File: config.mk
export PLATFORM = sky130hd
export DESIGN_NAME = motor_feedback_decoder
export DESIGN_NICKNAME = d
export VERILOG_FILES = /design/src/rtl/motor_feedback_decoder.sv
export SDC_FILE = /design/constraint.sdc
export NUM_CORES = 1
export LEC_CHECK = 0
export ABC_AREA = 1
export ABC_CLOCK_PERIOD_IN_PS = 4100
export BUFFER_PORTS_ARGS = -buffer_cell sky130_fd_sc_hd__buf_2
export CAP_MARGIN = 20
export CORE_UTILIZATION = 45
export DETAILED_ROUTE_END_ITERATION = 16
export HOLD_SLACK_MARGIN = 0.1
export PLACE_DENSITY = 0.7
export REMOVE_ABC_BUFFERS = 1
export SLEW_MARGIN = 10
export SYNTH_ARGS = -nofsm -noshare
export SYNTH_HDL_FRONTEND = slang
export SYNTH_SLANG_ARGS = --single-unit
File: constraint.sdc
create_clock -name clk -period 4.1 [get_ports clk]
set_clock_uncertainty 0.1 [all_clocks]
set_input_delay 0.205 -clock clk [delete_from_list [all_inputs] [get_ports clk]]
set_output_delay 0.205 -clock clk [all_outputs]
set_load 0.05 [all_outputs]
File: src/rtl/motor_feedback_decoder.sv
// motor_feedback_decoder
//   Decodes the single-channel sensor feedback of an H-bridge motor into
//   speed (edges per window), edge-to-edge period, a stall flag and a signed
//   position count whose direction comes from the commanded DIR.
//
// Ports
//   clk          : single clock for all logic
//   reset        : asynchronous, active-high reset
//   fb           : raw sensor A feedback, asynchronous to clk
//   dir          : commanded direction (1 = forward), sampled on each rise
//   clear        : synchronous clear of all measurement state
//   edge_count   : rising edges counted in the last completed window
//   count_valid  : one-cycle pulse when edge_count updates
//   period       : clk cycles between the last two rising edges
//   period_valid : one-cycle pulse when period updates
//   stalled      : high while no rising edge has occurred for TIMEOUT cycles
//   position     : signed edge position accumulator, wraps modulo 2**32
module motor_feedback_decoder #(
    parameter int WINDOW_CYCLES = 1000000,
    parameter int CNT_W         = 16,
    parameter int PER_W         = 24,
    parameter int TIMEOUT       = 2**24-1
) (
    input  logic                clk,
    input  logic                reset,
    input  logic                fb,
    input  logic                dir,
    input  logic                clear,
    output logic [CNT_W-1:0]    edge_count,
    output logic                count_valid,
    output logic [PER_W-1:0]    period,
    output logic                period_valid,
    output logic                stalled,
    output logic signed [31:0]  position
);

    localparam int              WIN_W    = $clog2(WINDOW_CYCLES);
    localparam logic [WIN_W-1:0] WIN_LAST = WIN_W'(WINDOW_CYCLES - 1);
    localparam logic [PER_W-1:0] TO       = PER_W'(TIMEOUT);
    localparam logic [PER_W-1:0] TO_M1    = PER_W'(TIMEOUT - 1);

    // ------------------------------------------------------------------
    // Input synchronizer, history flop and post-reset blanking
    // ------------------------------------------------------------------
    logic       fb_s1, fb_s2, fb_hist;
    logic [1:0] blank_cnt;
    logic       rise;

    // The history flop needs three edges after reset to hold a real
    // synchronized sample; until then a high fb would look like a rise.
    always_ff @(posedge clk or posedge reset) begin
        if (reset) begin
            fb_s1     <= 1'b0;
            fb_s2     <= 1'b0;
            fb_hist   <= 1'b0;
            blank_cnt <= 2'd0;
        end else begin
            fb_s1   <= fb;
            fb_s2   <= fb_s1;
            fb_hist <= fb_s2;
            if (blank_cnt != 2'd3)
                blank_cnt <= blank_cnt + 2'd1;
        end
    end

    assign rise = fb_s2 & ~fb_hist & (blank_cnt == 2'd3);

    // ------------------------------------------------------------------
    // Speed window
    // ------------------------------------------------------------------
    logic [WIN_W-1:0] win_cnt;
    logic [CNT_W-1:0] acc;
    logic [CNT_W:0]   acc_sum;
    logic [CNT_W-1:0] acc_sat;
    logic             win_term;

    assign win_term = (win_cnt == WIN_LAST);
    assign acc_sum  = {1'b0, acc} + {{CNT_W{1'b0}}, rise};
    assign acc_sat  = acc_sum[CNT_W] ? {CNT_W{1'b1}} : acc_sum[CNT_W-1:0];

    always_ff @(posedge clk or posedge reset) begin
        if (reset) begin
            win_cnt     <= '0;
            acc         <= '0;
            edge_count  <= '0;
            count_valid <= 1'b0;
        end else if (clear) begin
            win_cnt     <= '0;
            acc         <= '0;
            edge_count  <= '0;
            count_valid <= 1'b0;
        end else begin
            count_valid <= win_term;
            if (win_term) begin
                // A rise on the terminal cycle belongs to the closing window.
                win_cnt    <= '0;
                edge_count <= acc_sat;
                acc        <= '0;
            end else begin
                win_cnt <= win_cnt + WIN_W'(1);
                acc     <= acc_sat;
            end
        end
    end

    // ------------------------------------------------------------------
    // Period, stall detection and position
    // ------------------------------------------------------------------
    logic [PER_W-1:0] pcnt;
    logic             armed;

    always_ff @(posedge clk or posedge reset) begin
        if (reset) begin
            pcnt         <= '0;
            armed        <= 1'b0;
            period       <= '0;
            period_valid <= 1'b0;
            stalled      <= 1'b0;
            position     <= '0;
        end else if (clear) begin
            pcnt         <= '0;
            armed        <= 1'b0;
            period       <= '0;
            period_valid <= 1'b0;
            stalled      <= 1'b0;
            position     <= '0;
        end else begin
            period_valid <= 1'b0;
            if (rise) begin
                // pcnt counts from 0 in the cycle after a rise, so the
                // rise-to-rise distance is pcnt + 1.
                if (armed) begin
                    period       <= pcnt + PER_W'(1);
                    period_valid <= 1'b1;
                end
                pcnt     <= '0;
                armed    <= 1'b1;
                stalled  <= 1'b0;
                position <= dir ? position + 32'sd1 : position - 32'sd1;
            end else if (pcnt != TO) begin
                pcnt <= pcnt + PER_W'(1);
                if (pcnt == TO_M1) begin
                    // Entering saturation: the next rise only re-arms.
                    stalled <= 1'b1;
                    armed   <= 1'b0;
                end
            end
        end
    end

endmodule

==> out/summary.txt, run 1 <==
outcome - finished, final reports clean
logic gate share of total power - 0.159
Bufs on Longest Clock Path - 2
GRT Total Usage - 0.223
CTS tree - built
cell count along the critical path - 9
WP data arrival - 3.03 ns
critical path peak fanout - 22
vias in the first global route - 7258
number of remaining DRC errors - 0
min-delay worst type - reg2reg
critical path class - reg2reg
synth warn - 0
Unique masters post-synth - 45
TritonCTS buffer count - 17
synth cell count leaders - 417 x nand2_1, 161 x inv_1, 141 x dfrtp_1, 103 x nor2_1, 62 x nand3_1
Layout Nets - 1316
CP top delay family - simple AND/OR/NAND/NOR gates
antenna cells - 0
htree depth - 4
Reg2Reg Launch Point - blank_cnt[0]
Layout Cells excl Fill - 1521
routed wire length - 20600 um
Pleak - 0.00534 uW
Sw Share - 0.310
DRT Pass-1 Iters - 5
Fin. Hold Viols - 0
Worst-Skew Late Latency - 0.43 ns
max-cap violation count - 0
area delta synth->final - 14.6%
sequential group share of total power - 0.411
CP Data Required Time - 4.37 ns
site row count - 50
Power Dens Cells - 361 nW/um2
Slew Viols, Final - 0
Tightest Pin Transition - 0.765 ns
clock share of power - 0.430
Sequential cell area - 3530 um2
Routed wire per std cell - 13.6 um
most numerous cell on the critical path - nand2_1
worst vdd ir - 0.302 mV
grt ovf - 0
EDFF count, synth - 0
Placed Area - 9190 um2
CP Cell Sequence - ha_1 -> nand2_1 -> nor2_4 -> nand2_1 -> inv_2 -> nand2_1 -> inv_1 -> nand2_1 -> nand2_1
core area - 18700 um2
Net Sw Power - 1100 uW
slew margin rel. - 0.490
reg-to-reg critical path endpoint - period[18]
reg-to-reg slack, setup - 1.34 ns
Fin Setup TNS - 0 ns
Synth Area per Inst - 7.22 um2
Die X - 140 um
Die H - 140 um
cell count after synthesis - 1186
CTS-repair resized insts - 0
count leader, synth - nand2_1
Fillers - 1808
# IOs - 80
post-CTS setup buffer count - 0
routed via count - 7693
ys async rst share - 1.00
# hold bufs at CTS - 4
element type at the critical path end - flop
P_int - 2450 uW
post-route ant nets - 0
Via density - 5.06
Worst path slowest cell - nand2_1
port buffer count - 79
Startpoint Class - flop
area share of the largest cell type after synthesis - 0.412
DP Cell Count - 1484
HPWL Detailed - 14800 um
Worst Hold Depth - 0
first-pass GRT wire length - 35000 um
Hold EP - fb_hist
cell area after layout - 9820 um2
Hold Startpoint - fb_s2
DIE AREA - 19600 um2
clock-pin slew on the worst setup and hold paths - 0.06 ns
initial antenna violation count - 0
reg2reg path depth - 9
clk sinks - 141
setup repair after global routing missed its margin - false
area leader, netlist - dfrtp_1
Fmax achieved - 362 MHz
post-synthesis sequential area ratio - 0.412
slowest stage delay, CP - 0.52 ns
CTS root buf - clkbuf_16
buffers and inverters on the worst path - 2
Final setup viols - 0
layout cells sized above 1 - 0.119
GP Congestion - 0.933
Synth Flop Type - dfrtp_1
Cell Area, Synth - 8570 um2
Iter 0 DRT Violations - 511
largest net degree at the start of global routing - 85
ranking of synthesized cells by area - dfrtp_1 41%, nand2_1 18%, inv_1 7.1%
area of the multi-input gates - 4310 um2
period utilization - 0.673
Yosys reg bits - 141
minimum clock period - 2.76 ns
Fin Hold WS - 0.280 ns
effective utilization at floorplan - 0.458
## sequential cells by signal (all words and copies together) (netlist names)
signal and flops:
blank_cnt 2, count_valid 1, pcnt 24, period 24
stalled 1, fb_s2 1, acc 16, armed 1
period_valid 1, position 32, edge_count 16, fb_hist 1
win_cnt 20, fb_s1 1
## worst register-to-register path: stages (launching register included)
cell and delay [ns]:
dfrtp_1 0.37, ha_1 0.22, nand2_1 0.11, nor2_4 0.17, nand2_1 0.34, inv_2 0.46, nand2_1 0.53, inv_1 0.27
nand2_1 0.08, nand2_1 0.07
## cell usage in the layout, fill, tap and decap left out, types with 13 or more instances in the layout
cell type and n:
nor2_1 103, dfrtp_1 141, xor2_1 21, nor3_1 24
nand4_1 13, nand3_1 62, a21oi_1 31, nand2_1 417
xnor2_1 21, o21ai_0 49, o21ai_1 28, inv_1 160
ha_1 36, clkbuf_16 17, buf_2 79
## worst max path at each step
stage / slack [ns] / endpoint / startpoint
detailed placement: 1.29 / period[18] / blank_cnt[0]
global route: 0.96 / period[17] / blank_cnt[0]
finish: 1.34 / period[18] / blank_cnt[0]
global placement: 1.40 / period[22] / blank_cnt[0]
CTS: 1.27 / period[18] / blank_cnt[0]
floorplan: 0.01 / acc[0] / reset
## metal layers
| layer | global-route usage | vias up | share of wire |
|---|---|---|---|
| li1 | - | 3907 | - |
| met1 | 0.309 | 3568 | 0.48 |
| met2 | 0.350 | 183 | 0.45 |
| met3 | 0.0400 | 35 | 0.044 |
| met4 | 0.0804 | 0 | 0.022 |
| met5 | 0 | - | 0 |
## layout make-up
type / instances / share of cell area
Multi-Input combinational cell: 859 / 0.439
Sequential cell: 141 / 0.359
Inverter: 167 / 0.0646
Timing Repair Buffer: 88 / 0.0489
Clock buffer: 19 / 0.0451
Tap cell: 234 / 0.0298
Clock inverter: 13 / 0.0135
## logic make-up after synthesis
family | count (synthesis) | synth area share
compound gates | 122 | 0.0749
xor+xnor | 42 | 0.0429
fa+ha+maj | 37 | 0.0549
buf+inv | 186 | 0.0856
flops | 141 | 0.412
mux | 1 | 0.00131
simple gates | 657 | 0.328
## stage by stage
step / util / power (uW) / setup WS (ns)
after floorplan: - / 1890 / 0.0138
after global placement: 0.491 / 2030 / 1.40
after global routing: 0.525 / 3690 / 0.963
after CTS: 0.524 / 3570 / 1.27
final: 0.525 / 3540 / 1.34
after detailed placement: 0.491 / 2040 / 1.29
## power by group through the flow
stage	registers (uW)	clock network, uW	logic [uW]
after CTS	1460	1550	562
after detailed placement	1480	0	557
final	1460	1520	564
after floorplan	1560	0	329
after global placement	1480	0	551
after global routing	1460	1600	635
Power figures use the tool's default switching activity.
==> run 2: changes to the inputs <==
--- a/config.mk
+++ b/config.mk
@@ -6,13 +6,13 @@
 export NUM_CORES = 1
 export LEC_CHECK = 0
 export ABC_AREA = 1
-export ABC_CLOCK_PERIOD_IN_PS = 4100
+export ABC_CLOCK_PERIOD_IN_PS = 2800
 export BUFFER_PORTS_ARGS = -buffer_cell sky130_fd_sc_hd__buf_2
 export CAP_MARGIN = 20
 export CORE_UTILIZATION = 45
 export DETAILED_ROUTE_END_ITERATION = 16
 export HOLD_SLACK_MARGIN = 0.1
-export PLACE_DENSITY = 0.7
+export PLACE_DENSITY = 0.67
 export REMOVE_ABC_BUFFERS = 1
 export SLEW_MARGIN = 10
 export SYNTH_ARGS = -nofsm -noshare
==> constraint.sdc (replaced) <==
create_clock -name clk -period 2.8 [get_ports clk]
set_clock_uncertainty 0.1 [all_clocks]
set_input_delay 0.14 -clock clk [delete_from_list [all_inputs] [get_ports clk]]
set_output_delay 0.14 -clock clk [all_outputs]
set_load 0.05 [all_outputs]
==> out/summary.txt, run 2 (synthesized netlist as in run 1, its figures left out) <==
DIE AREA - 19600 um2
Die H - 140 um
CTS tree - built
element type at the critical path end - flop
Bufs on Longest Clock Path - 2
max-cap violation count - 0
# hold bufs at CTS - 4
clk sinks - 141
post-CTS setup buffer count - 0
Largest Register - position
min-delay worst type - in2async
TritonCTS buffer count - 17
Via density - 4.99
port buffer count - 79
# IOs - 80
GP Congestion - 0.914
slowest stage delay, CP - 0.38 ns
WP data arrival - 2.76 ns
post-route ant nets - 0
Worst path slowest cell - dfrtp_1
critical path peak fanout - 10
Worst-Skew Late Latency - 0.44 ns
Die X - 140 um
effective utilization at floorplan - 0.458
Routed wire per std cell - 13.3 um
commonest non-fill, non-tap cell in the layout - nand2_1
Fin. Hold Viols - 0
worst vdd ir - 0.404 mV
CP Cell Sequence - ha_1 -> nand2_1 -> nor2_4 -> ha_1 -> ha_1 -> nand3_1 -> nor2_1 -> nand2_1 -> nor2_4 -> nand2_2 -> nor2_4 -> nor2_1 -> o21ai_1
routed wire length - 20300 um
layout cells sized above 1 - 0.123
Iter 0 DRT Violations - 462
largest net degree at the start of global routing - 68
top flop regs - position (32), pcnt (24), period (24)
Fmax achieved - 399 MHz
minimum clock period - 2.51 ns
htree depth - 4
number of remaining DRC errors - 1
grt ovf - 0
outcome - finished, violations left
Pleak - 0.00539 uW
most frequent cells in the layout - 417 x nand2_1, 160 x inv_1, 141 x dfrtp_1
Finished Core Util - 0.529
setup repair after global routing missed its margin - false
CTS root buf - clkbuf_16
critical path class - reg2reg
reg-to-reg slack, setup - 0.29 ns
Fin Setup TNS - 0 ns
failing checks - design-rule violations
CP Data Required Time - 3.06 ns
first-pass GRT wire length - 34200 um
site row count - 50
Fillers - 1792
vias in the first global route - 7054
area delta synth->final - 15.5%
Layout Nets - 1321
routed via count - 7608
slew margin rel. - 0.520
Power Dens Cells - 535 nW/um2
GRT Total Usage - 0.219
antenna cells - 0
DRT Pass-1 Iters - 11
CTS-repair resized insts - 0
Slew Viols, Final - 0
initial antenna violation count - 0
Tightest Pin Transition - 0.719 ns
period utilization - 0.896
HPWL Detailed - 14800 um
Startpoint Class - flop
core area - 18700 um2
clock-pin slew on the worst setup and hold paths - 0.06 ns
max FFs per register - 32
Final setup viols - 0
==> run 2: layer usage <==
layer	vias up	global-route usage	routed length [um]
met5	-	0	0
met4	0	0.0711	295
met3	21	0.0366	803
met2	170	0.356	9340
met1	3489	0.297	9810
li1	3928	-	-
==> run 2: critical path, delay by kind of cell, from the launching register on <==
kind	cells	cell delay (ns)
AND/OR/NAND/NOR	9	1.21
adder cells (fa/ha/maj)	3	0.61
flip-flops	1	0.38
AO/OA/AOI/OAI	1	0.14
==> run 2: cell type report <==
class                   count  area (um2)  area share
well taps                 234         293      0.0296
repair buffers             93         523      0.0528
flip-flops and latches    141        3530       0.356
clock buffers              19         453      0.0458
multi-input cells         859        4310       0.435
clock inverters            13         158      0.0159
inverters                 167         634      0.0641
==> run 2: final timing paths <==
kind                         startpoint        endpoint  depth (start not counted)
max                        blank_cnt[0]  edge_count[10]                         13
min                               reset         acc[11]                          3
max reg2reg                blank_cnt[0]  edge_count[10]                         13
min reg2reg                       fb_s1           fb_s2                          0
max in group asynchronous         reset      period[12]                          4
min in group clk                  fb_s1           fb_s2                          0
==> run 2: stage by stage <==
stage	hold WS (ns)	worst slack, ns	area (um2)	total power (uW)	std cells
2_1_floorplan	0.0714	-1.22	8460	2770	1167
3_3_place_gp	0.162	0.412	9250	2980	1490
3_5_place_dp	0.165	0.293	9250	2990	1490
4_1_cts	0.255	0.262	9900	5330	1526
5_1_grt	0.266	0.0855	9900	5510	1526
6_report	0.222	0.291	9900	5290	1526
==> run 2: where the power goes <==
part	leakage, uW	switching (uW)	total, uW	internal (uW)
combinational	0.00316	590	823	233
clock	0.000290	958	2340	1380
sequential	0.00193	47.0	2130	2090
